## src/rtl/rx232_deser.sv

```systemverilog
// Frame deserializer behind an RS-232 clock-recovery stage.
// Collects start + 8 data (LSB first) + stop, with an inter-edge watchdog.
//
// state | meaning
// IDLE  | waiting for a start-bit event; rxck_en low except the false-start pulse
// DATA  | shifting in the 8 data bits
// STOP  | waiting for the stop bit; good stop loads rx_data, bad stop flags frame_err
module rx232_deser #(
  parameter int TIMEOUT = 2100
) (
  input  logic       clk,
  input  logic       rst,
  input  logic       rxck,
  input  logic       rxsdo,
  input  logic       rx_ack,
  output logic       rxck_en,
  output logic [7:0] rx_data,
  output logic       rx_valid,
  output logic       frame_err,
  output logic       overrun
);

  localparam logic [11:0] TIMEOUT_VAL = 12'(TIMEOUT);

  typedef enum logic [1:0] {
    IDLE = 2'd0,
    DATA = 2'd1,
    STOP = 2'd2
  } state_t;

  state_t      r_state;
  logic        r_rxck_q;
  logic [7:0]  r_shift;
  logic [2:0]  r_cnt;
  logic [11:0] r_timer;
  logic        r_rxck_en;
  logic [7:0]  r_rx_data;
  logic        r_rx_valid;
  logic        r_frame_err;
  logic        r_overrun;

  logic w_bit_ev;
  logic w_timeout;

  assign w_bit_ev  = rxck & ~r_rxck_q;
  assign w_timeout = (r_timer == TIMEOUT_VAL);

  always_ff @(posedge clk or posedge rst) begin
    if (rst) begin
      r_state     <= IDLE;
      r_rxck_q    <= 1'b1;
      r_shift     <= 8'h00;
      r_cnt       <= 3'd0;
      r_timer     <= 12'd0;
      r_rxck_en   <= 1'b0;
      r_rx_data   <= 8'h00;
      r_rx_valid  <= 1'b0;
      r_frame_err <= 1'b0;
      r_overrun   <= 1'b0;
    end else begin
      r_rxck_q    <= rxck;
      r_frame_err <= 1'b0;
      r_overrun   <= 1'b0;

      if (rx_ack && r_rx_valid)
        r_rx_valid <= 1'b0;

      case (r_state)
        IDLE: begin
          r_rxck_en <= 1'b0;
          if (w_bit_ev) begin
            // a high bit here is a false start: nudge upstream with a one-cycle enable
            r_rxck_en <= 1'b1;
            if (!rxsdo) begin
              r_cnt   <= 3'd0;
              r_timer <= 12'd0;
              r_state <= DATA;
            end
          end
        end

        DATA: begin
          if (w_bit_ev) begin
            r_shift <= {rxsdo, r_shift[7:1]};
            r_cnt   <= r_cnt + 3'd1;
            r_timer <= 12'd0;
            if (r_cnt == 3'd7)
              r_state <= STOP;
          end else if (w_timeout) begin
            r_frame_err <= 1'b1;
            r_rxck_en   <= 1'b0;
            r_timer     <= 12'd0;
            r_state     <= IDLE;
          end else begin
            r_timer <= r_timer + 12'd1;
          end
        end

        STOP: begin
          if (w_bit_ev) begin
            r_rxck_en <= 1'b0;
            r_timer   <= 12'd0;
            r_state   <= IDLE;
            if (rxsdo) begin
              r_rx_data  <= r_shift;
              r_rx_valid <= 1'b1;
              r_overrun  <= r_rx_valid & ~rx_ack;
            end else begin
              r_frame_err <= 1'b1;
            end
          end else if (w_timeout) begin
            r_frame_err <= 1'b1;
            r_rxck_en   <= 1'b0;
            r_timer     <= 12'd0;
            r_state     <= IDLE;
          end else begin
            r_timer <= r_timer + 12'd1;
          end
        end

        default: begin
          r_rxck_en <= 1'b0;
          r_state   <= IDLE;
        end
      endcase
    end
  end

  assign rxck_en   = r_rxck_en;
  assign rx_data   = r_rx_data;
  assign rx_valid  = r_rx_valid;
  assign frame_err = r_frame_err;
  assign overrun   = r_overrun;

endmodule

```

## config.mk

```make
export PLATFORM = sky130hd
export DESIGN_NAME = rx232_deser
export DESIGN_NICKNAME = d
export VERILOG_FILES = /design/src/rtl/rx232_deser.sv
export SDC_FILE = /design/constraint.sdc
export NUM_CORES = 1
export LEC_CHECK = 0
export BUFFER_PORTS_ARGS = -buffer_cell sky130_fd_sc_hd__clkbuf_2
export CORE_MARGIN = 5
export CORE_UTILIZATION = 40
export DETAILED_ROUTE_END_ITERATION = 8
export GPL_ROUTABILITY_DRIVEN = 0
export GPL_TIMING_DRIVEN = 0
export PLACE_DENSITY = 0.68
export SLEW_MARGIN = 20
export SYNTH_ARGS = -nofsm -noshare
export SYNTH_HDL_FRONTEND = slang
export SYNTH_SLANG_ARGS = --single-unit
```

## constraint.sdc

```tcl
create_clock -name clk -period 2.75 [get_ports clk]
set_input_delay 0.275 -clock clk [delete_from_list [all_inputs] [get_ports clk]]
set_output_delay 0.275 -clock clk [all_outputs]
set_load 0.005 [all_outputs]
```

## Word-level counts from Yosys, hierarchy flattened

Cells that the tools add are included.

| storage, ports and cells | value |
|---|---|
| input bits | 5 |
| output and inout bits | 12 |
| register bits | 38 |

| operators by class | value |
|---|---|
| multiplexer cells | 33 |
| bitwise operators | 4 |
| add/subtract/negate cells | 2 |
| equal/unequal tests | 9 |
| reductions and logical operators | 10 |

Operator list:

| kind | count |
|---|---|
| 2-to-1 mux 12 bit | 4 |
| one-hot mux 12 bit (2 select lines) | 1 |
| 2-to-1 mux 1 bit | 15 |
| adder 12 x 1 -> 12 bit, second input constant | 1 |
| equality test 12 bit, second input constant | 1 |
| 2-to-1 mux 2 bit | 6 |
| 2-to-1 mux 3 bit | 3 |
| AND reduction 3 bit | 3 |
| != test 2 bit, second input constant | 4 |
| one-hot mux 2 bit (3 select lines) | 1 |
| one-hot mux 3 bit (2 select lines) | 1 |
| AND reduction 4 bit | 1 |
| nonzero test 2 bit | 2 |
| adder 3 x 1 -> 3 bit, second input constant | 1 |
| equality test 3 bit, second input constant | 1 |
| != test 3 bit, second input constant | 1 |
| one-hot mux 1 bit (3 select lines) | 1 |
| AND 1 bit | 2 |
| equality test 2 x 1 -> 1 bit, second input constant | 1 |
| equality test 2 bit, second input constant | 1 |
| zero test 2 bit | 1 |
| NOT 1 bit | 2 |
| one-hot mux 1 bit (2 select lines) | 1 |
| AND reduction 2 bit | 1 |
| other kinds (2) | 2 |

## Logic depth before layout (Yosys ltp)

Gate-level depths: netlist of run 1.

| depth | value |
|---|---|
| depth in word-level cells | 5 |
| mapped depth | 8 |
| gate-level depth less buffers | 6 |

## Worst setup path after synthesis of run 1

No wires, ideal clock.

| timing | value |
|---|---|
| path type | register -> register |
| from | register r_timer[8] |
| to | register r_state[0] |
| library setup time | 132 ps |
| stages on the path, launching flop included | 7 |
| period minus slack after synthesis | 1969 ps |
| data arrival time | 1837 ps |
| required time | 2618 ps |
| setup slack | 781 ps |
| cell sequence | dfrtp_1 -> or4_1 -> or4_1 -> buf_6 -> buf_8 -> a22oi_2 -> o21ai_1 |

| on the way | value |
|---|---|
| longest elaborated chain between the ends | 4 |
| elaborated cells between the ends (all ways) | 5 |
| those cells by class | eq/ne: 1; mux: 4 |

RTL lines:

| what | RTL line | RTL |
|---|---|---|
| start: declaration | 35 | `logic [11:0] r_timer;` |
| start signal: assignment | 95 | `r_timer <= r_timer + 12'd1;` |
| start signal: assignment | 117 | `r_timer <= r_timer + 12'd1;` |
| equality test 12 bit * | 46 | `assign w_timeout = (r_timer == TIMEOUT_VAL);` |
| 2-to-1 mux 2 bit * | - |  |
| 2-to-1 mux 2 bit (on tied branches) | - |  |
| one-hot mux 2 bit (3 select lines) * | - |  |
| end signal: assignment | 50 | `r_state <= IDLE;` |
| end signal: assignment | 77 | `r_state <= DATA;` |
| end signal: assignment | 88 | `r_state <= STOP;` |
| end: declaration | 31 | `state_t r_state;` |

Every way passes the cells marked *; elsewhere a longest branch is shown, timed or not.
A chain may end at the register's enable or synchronous reset.

## Worst setup path in the final report of run 1

| timing | value |
|---|---|
| from | register r_state[0] |
| to | register r_timer[6] |

| on the way | value |
|---|---|
| longest elaborated chain between the ends | 4 |
| elaborated cells between the ends (all ways) | 9 |
| those cells by class | eq/ne: 4; mux: 1; reduce/logical: 4 |

RTL lines:

| what | RTL line | RTL |
|---|---|---|
| equality test 2 bit / equality test 2 x 1 -> 1 bit (equally long branches) | 68 | `case (r_state)` |
| OR reduction 2 bit (no source line) | - |  |
| nonzero test 2 bit (no source line) | - |  |
| AND reduction 3 bit (no source line) | - |  |

Parallel ways exist; a longest one is shown, timed or not.

==> qor.yml, run 1 <==
status:
  status: "complete, no violations"
synthesis:
  synth_xor_area_frac: 0
  synth_top_area_cell: "dfrtp_1"
  syn_avg_cell_area_um2: 10.9
  synth_fa_ha_area_frac: 0.0514
  synth_top_family_by_area: "simple AND/OR/NAND/NOR gates"
  muxShareOfSynthArea: 0.119
  syn-cell-area_um2: 1950
  synth-warning-count: 0
  yosysSeqAreaShare: 0.489
  synth_edf_count: 0
  synth_fp_nets: 192
  yosys-top-cells-area: "dfrtp_1 48%, mux2_2 9.8%, ha_1 5.1%"
  synth_top_cell_area_share: 0.476
  synthesis.instances: 179
  synth-simple-area-share: 0.172
  post-synth-top-count-cell: "dfrtp_1"
  synth-seq-cells: 38
  synth_commonest_cells: "37 x dfrtp_1, 17 x mux2_2, 17 x nand2_1"
  synth.distinct_cells: 44
  async_flop_share: 1.00
  synth_ff_type: "dfrtp_1"
  synth_compound_area_frac: 0.123
sta:
  slew_headroom: 0.604
  fin_skew_ns: 0.00942
  period_minus_slack_ns: 2.18
  hold_viol_final: 0
  whs_ns: 0.115
  rsz0062_at_grt: "no"
  fmax_mhz: 459
  finalCritPeriodShare: 0.791
  finalSetupViolations: 0
  tightestPinTransition_ns: 0.592
  setup_tns_ns: 0
  final_max_slew_viol_count: 0
worst_setup_path:
  worstSetupPathType: "reg2reg"
  cp_top_family: "simple AND/OR/NAND/NOR gates"
  crit_fanout: 8
  slowest_delay_ns: 0.59
  endpoint_kind: "flop"
  cp_num_buf_inv: 1
  startpoint_type: "flop"
  critPathArrivalTime_ns: 2.36
  crit_slowest_cell: "nor4b_2"
  required_ns: 2.94
  crit_chain: "ha_1, clkbuf_1, nor4b_2, nand2_1, o311ai_0"
pwr:
  ir_drop_mv: 0.316
  p_leak_nw: 1.01
  p_total_w: 0.00163
  power_density_nw_per_um2: 729
final_layout:
  areaGrowthSynthToFinish_pct: 14.9
  instances_no_fill: 272
  fillers: 451
  n_antenna_cell: 0
  nets: 217
  fin_area_um2: 2230
  drive_gt1_frac: 0.249
cts:
  cts.sinks: 38
  cts_resized: 0
  clk_pin_slew_worst_paths_ns: 0.08
  cts-buffers-inserted: 5
  cts-root-buf: "clkbuf_8"
  htreeDepth: 2
  clockBufferDepth: 2
  insertion_delay_ns: 0.29
  tritoncts: "built"
route:
  dr.pass1.iters: 4
  post-route-drc-count: 0
  ant_nets: 0
  vias: 1459
  drt_iter0_markers: 72
  vias_per_cell: 5.36
  wirelength_um: 3830
  post_drt_wl_per_cell_um: 14.1
job:
  maxCapViolations: 0
die:
  fp-row-count: 25
  fp.dieH_um: 79.7
  io_pins: 17
  dieArea_um2: 6360
  start_util: 0.412
  chipWidth_um: 79.7
  coreArea_um2: 4720
global_routing:
  grt_max_degree: 33
  track_usage: 0.137
  grt_first_pass_wirelength_um: 6870
  grt.overflow.total: 0
  antenna_found_initial: 0
  grt_pass1_vias: 1524
hold_path:
  hold_path_class: "in2reg"
place:
  io_buffers: 16
  hpwlAfterDp_um: 2640
  placed_cells: 263
  place_area_um2: 2130
-- routing by layer --
metal,GRT usage,vias to the layer above,share of wire
li1,-,710,-
met1,0.170,712,0.45
met2,0.232,28,0.49
met3,0.0237,9,0.038
met4,0.0608,0,0.020
met5,0,-,0
-- cells in the final DEF (no fill, tap or decap), drive strengths merged, types with 2 or more instances in the layout --
cell / synthesis / routed
a211oi: 2 / 2
clkbuf: 7 / 29
a31oi: 4 / 4
a32o: 2 / 2
nand3: 12 / 12
mux2i: 4 / 4
inv: 8 / 8
nand3b: 3 / 3
buf: 3 / 4
nor3b: 3 / 3
o22ai: 2 / 2
nor2: 5 / 5
mux2: 17 / 17
nand4: 5 / 5
a21oi: 4 / 4
dfrtp: 37 / 37
nand2: 17 / 17
o21ai: 7 / 7
and3: 2 / 2
ha: 8 / 8
o311ai: 4 / 4
and4: 2 / 2
and2: 2 / 2
nand2b: 2 / 2
o2bb2ai: 2 / 2
or4: 2 / 2
-- report_power, final --
part           internal (W)  switching [W]
Combinational      0.000212       0.000266
Clock              0.000202       0.000200
Sequential         0.000665      0.0000838
Total               0.00108       0.000551
-- per-stage QoR --
step,setup WS (ns),utilization
after floorplan,0.781,-
after global placement,0.553,0.447
after detailed placement,0.548,0.451
after CTS,0.533,0.473
after global routing,0.392,0.473
final,0.574,0.473
-- timing repair --
action | in CTS | in global routing
hold buffers | 1 | 0
buffers inserted | 0 | 0
hold endpoints to repair | 6 | 0
-- cells by family (layout without fill, tap and decap cells) --
| group | count (synthesis) | in the layout |
|---|---|---|
| compound gates | 34 | 34 |
| fa+ha+maj | 8 | 8 |
| buf+inv | 18 | 44 |
| flops | 38 | 38 |
| mux | 21 | 21 |
| simple gates | 60 | 60 |
-- area by class of cell --
cell class	count	area, µm²	area share
buffer	10	57.6	0.0258
multi-input combinational	123	906	0.405
timing repair buffer	18	110	0.0493
tap	67	83.8	0.0375
sequential	38	952	0.426
clock buffer	6	82.6	0.0370
clock inverter	2	12.5	0.00560
inverter	8	30.0	0.0134
-- path summary, 6_finish.rpt --
check	start	to	slack [ns]	cells past startpoint
max in group asynchronous	rst	r_rxck_q$_DFF_PP1_	1.87	4
worst max register to register	r_state[0]$_DFFE_PP0P_	r_timer[6]$_DFFE_PP0P_	0.57	5
worst max-delay path	r_state[0]$_DFFE_PP0P_	r_timer[6]$_DFFE_PP0P_	0.57	5
worst min-delay path	rxck	r_rxck_q$_DFF_PP1_	0.12	1
min in group asynchronous	rst	rx_data[2]$_DFFE_PP0P_	0.41	3
worst min register to register	r_cnt[1]$_DFFE_PP0P_	r_cnt[1]$_DFFE_PP0P_	0.50	1
-- flip-flops by register name, indices dropped and copies added (netlist names) --
register / count
rxck_en: 1
rx_data: 8
frame_err: 1
overrun: 1
r_state: 2
r_timer: 12
r_shift: 8
r_cnt: 3
r_rxck_q: 1
rx_valid: 1
Note: power is estimated with default switching activity, not from simulation.
==> run 2: changes to the inputs <==
--- a/config.mk
+++ b/config.mk
@@ -5,6 +5,7 @@
 export SDC_FILE = /design/constraint.sdc
 export NUM_CORES = 1
 export LEC_CHECK = 0
+export ABC_AREA = 1
 export BUFFER_PORTS_ARGS = -buffer_cell sky130_fd_sc_hd__clkbuf_2
 export CORE_MARGIN = 5
 export CORE_UTILIZATION = 40
==> constraint.sdc (replaced) <==
create_clock -name clk -period 2.2 [get_ports clk]
set_input_delay 0.22 -clock clk [delete_from_list [all_inputs] [get_ports clk]]
set_output_delay 0.22 -clock clk [all_outputs]
set_load 0.005 [all_outputs]
==> run 2 against run 1 <==
Register-to-register slack worse by 0.06 ns. Synthesized cell count is 32% higher. Routed wire length down 3.1%. Clock power is 26% higher. Hold slack lost 0.089 ns. Setup slack worse by 0.062 ns. Cell count increased by 21%. First-iteration DRC count decreased by 4.2%. Critical path type unchanged. Critical endpoint unchanged.
==> qor.yml, run 2 <==
route:
  post_drt_wl_per_cell_um: 11.3  # was 14.1 µm
  wirelength_um: 3720  # was 3830 µm
  ant_nets: 0  # unchanged
  post-route-drc-count: 0  # unchanged
  dr.pass1.iters: 4  # unchanged
  drt_iter0_markers: 69  # was 72
  vias: 1522  # was 1,459
  vias_per_cell: 4.63  # was 5.36
die:
  io_pins: 17  # unchanged
  chipWidth_um: 80.1  # was 79.7 µm
  fp.dieH_um: 80.1  # was 79.7 µm
  dieArea_um2: 6410  # was 6360 µm²
  coreArea_um2: 4750  # was 4720 µm²
  fp-row-count: 25  # unchanged
  start_util: 0.413  # was 0.412
worst_setup_path:
  startpoint_type: "flop"  # unchanged
  slowest_delay_ns: 0.44  # was 0.59 ns
  required_ns: 2.38  # was 2.94 ns
  crit_chain: "inv_1, ha_1, nand2_2, nand3_4, nor2_2, xor2_1, nor2_1"  # was ha_1, clkbuf_1, nor4b_2, nand2_1, o311ai_0
  crit_fanout: 10  # was 8
  critPathArrivalTime_ns: 1.87  # was 2.36 ns
  crit_slowest_cell: "dfrtp_1"  # was nor4b_2
  endpoint_kind: "flop"  # unchanged
  worstSetupPathType: "reg2reg"  # unchanged
pwr:
  ir_drop_mv: 0.355  # was 0.316 mV
  power_density_nw_per_um2: 1040  # was 729 nW/µm²
  p_leak_nw: 1.13  # was 1.01 nW
synthesis:
  synthesis.instances: 236  # was 179
  synth_top_cell_area_share: 0.472  # was 0.476
  syn_avg_cell_area_um2: 8.32  # was 10.9 µm²
  yosysSeqAreaShare: 0.485  # was 0.489
  synth_fp_nets: 249  # was 192
  async_flop_share: 1.00  # unchanged
  post-synth-top-count-cell: "nand2_1"  # was dfrtp_1
  synth.distinct_cells: 31  # was 44
  synth-warning-count: 0  # unchanged
  synth_commonest_cells: "59 x nand2_1, 37 x dfrtp_1, 33 x inv_1"  # was 37 x dfrtp_1, 17 x mux2_2, 17 x nand2_1
  syn-cell-area_um2: 1960  # was 1950 µm²
  synth_top_area_cell: "dfrtp_1"  # unchanged
  yosys-top-cells-area: "dfrtp_1 47%, nand2_1 11%, inv_1 6.3%"  # was dfrtp_1 48%, mux2_2 9.8%, ha_1 5.1%
  synth_ff_type: "dfrtp_1"  # unchanged
  synth-seq-cells: 38  # unchanged
  synth_edf_count: 0  # unchanged
final_layout:
  regMostFlops: "r_timer"  # unchanged
  seq_area_um2: 952  # unchanged
  instances_no_fill: 329  # was 272
  final_cell_mix: "59 x nand2_1, 37 x dfrtp_1, 32 x inv_1"  # was 37 x dfrtp_1, 17 x nand2_1, 17 x mux2_2
  fillers: 473  # was 451
  largest_register_ffs: 12  # unchanged
  drive_gt1_frac: 0.195  # was 0.249
  areaGrowthSynthToFinish_pct: 15.1  # was 14.9%
  n_antenna_cell: 0  # unchanged
  nets: 274  # was 217
  multi_input_area_um2: 855  # was 906 µm²
  layout_commonest_cell: "nand2_1"  # was dfrtp_1
place:
  io_buffers: 16  # unchanged
  hpwlAfterDp_um: 2800  # was 2640 µm
  placed_cells: 320  # was 263
cts:
  cts-root-buf: "clkbuf_8"  # unchanged
  cts-buffers-inserted: 5  # unchanged
  htreeDepth: 2  # unchanged
  cts.sinks: 38  # unchanged
  insertion_delay_ns: 0.29  # about the same
  tritoncts: "built"  # unchanged
  clockBufferDepth: 2  # unchanged
  clk_pin_slew_worst_paths_ns: 0.07  # was 0.08 ns
  postCtsSetupBuffers: 0  # unchanged
sta:
  setup_tns_ns: 0  # unchanged
  tightestPinTransition_ns: 0.379  # was 0.592 ns
  final_max_slew_viol_count: 0  # unchanged
  fin_skew_ns: 0.00642  # was 0.00942 ns
  finalCritPeriodShare: 0.767  # was 0.791
  fmax_mhz: 592  # was 459 MHz
  slew_headroom: 0.747  # was 0.604
  rsz0062_at_grt: "no"  # unchanged
  finalSetupViolations: 0  # unchanged
  hold_viol_final: 0  # unchanged
  period_minus_slack_ns: 1.69  # was 2.18 ns
status:
  status: "complete, no violations"  # unchanged
global_routing:
  antenna_found_initial: 0  # unchanged
  grt.overflow.total: 0  # unchanged
  grt_pass1_vias: 1498  # was 1,524
  track_usage: 0.136  # was 0.137
  grt_first_pass_wirelength_um: 6760  # was 6870 µm
  grt_max_degree: 24  # was 33
job:
  maxCapViolations: 0  # unchanged
hold_path:
  hold_path_class: "in2reg"  # unchanged
==> run 2: kinds of logic (layout without fill, tap and decap cells) <==
logic type | after synthesis | count (layout) | synth area share
AOI/OAI and AO/OA | 37 | 37 | 0.103
adders and majority gates | 8 | 8 | 0.0510
DFF | 38 | 38 | 0.485
and+or+nand+nor | 112 | 112 | 0.271
muxes | 1 | 1 | 0.00574
xor gates and xnor gates | 1 | 1 | 0.00446
buffers and inverters | 39 | 65 | 0.0797
==> run 2: where the power goes <==
part           total (W)  internal, W  switching (W)
registers       0.000971     0.000860       0.000112
clock network   0.000506     0.000252       0.000255
logic           0.000877     0.000304       0.000574
==> run 2: path summary, 6_finish.rpt <==
kind	start	end	slack, ns	cells past startpoint
worst max-delay path	r_state[1]$_DFFE_PP0P_	r_timer[6]$_DFFE_PP0P_	0.51	7
worst min-delay path	rxck	r_rxck_q$_DFF_PP1_	0.03	1
worst max register to register	r_state[1]$_DFFE_PP0P_	r_timer[6]$_DFFE_PP0P_	0.51	7
worst min register to register	rx_data[1]$_DFFE_PP0P_	rx_data[1]$_DFFE_PP0P_	0.49	2
max in group asynchronous	rst	rx_data[5]$_DFFE_PP0P_	1.33	4
min in group asynchronous	rst	r_timer[0]$_DFFE_PP0P_	0.44	3
==> run 2: timing repair <==
item                       in CTS  in global routing
gates resized for setup         0                  0
hold endpoints to repair       14                  0
hold buffers                    1                  0
setup endpoints to repair       0                  0
==> run 2: critical path: cells and delay by family, from the launching register on <==
family / cells / cell delay [ns]
adder cells (fa/ha/maj): 1 / 0.30
flip-flops: 1 / 0.44
buffers and inverters: 1 / 0.09
XOR/XNOR: 1 / 0.17
AND/OR/NAND/NOR: 4 / 0.58
==> run 2: metrics by stage <==
step / instance area (µm²) / setup WS (ns) / util / hold slack [ns] / power, W
floorplan: 1960 / 0.747 / - / 0.224 / 0.00164
global placement: 2130 / 0.550 / 0.447 / 0.332 / 0.00183
detailed placement: 2150 / 0.528 / 0.453 / 0.220 / 0.00188
CTS: 2260 / 0.508 / 0.475 / 0.0233 / 0.00239
global route: 2260 / 0.360 / 0.475 / 0.0231 / 0.00256
finish: 2260 / 0.512 / 0.475 / 0.0267 / 0.00236
==> run 2: cell type report <==
cell class              count  share of cell area
flip-flops and latches     38               0.421
well taps                  67              0.0371
clock buffers               6              0.0365
multi-input cells         159               0.378
inverters                  37              0.0648
clock inverters             2             0.00554
repair buffers             18              0.0520
plain buffers               2             0.00443
==> run 2: routing by layer <==
metal | global-route usage | vias up | wire length (µm)
li1 | - | 790 | -
met1 | 0.182 | 709 | 1790
met2 | 0.209 | 17 | 1730
met3 | 0.0303 | 6 | 111
met4 | 0.0608 | 0 | 88
met5 | 0 | - | 0
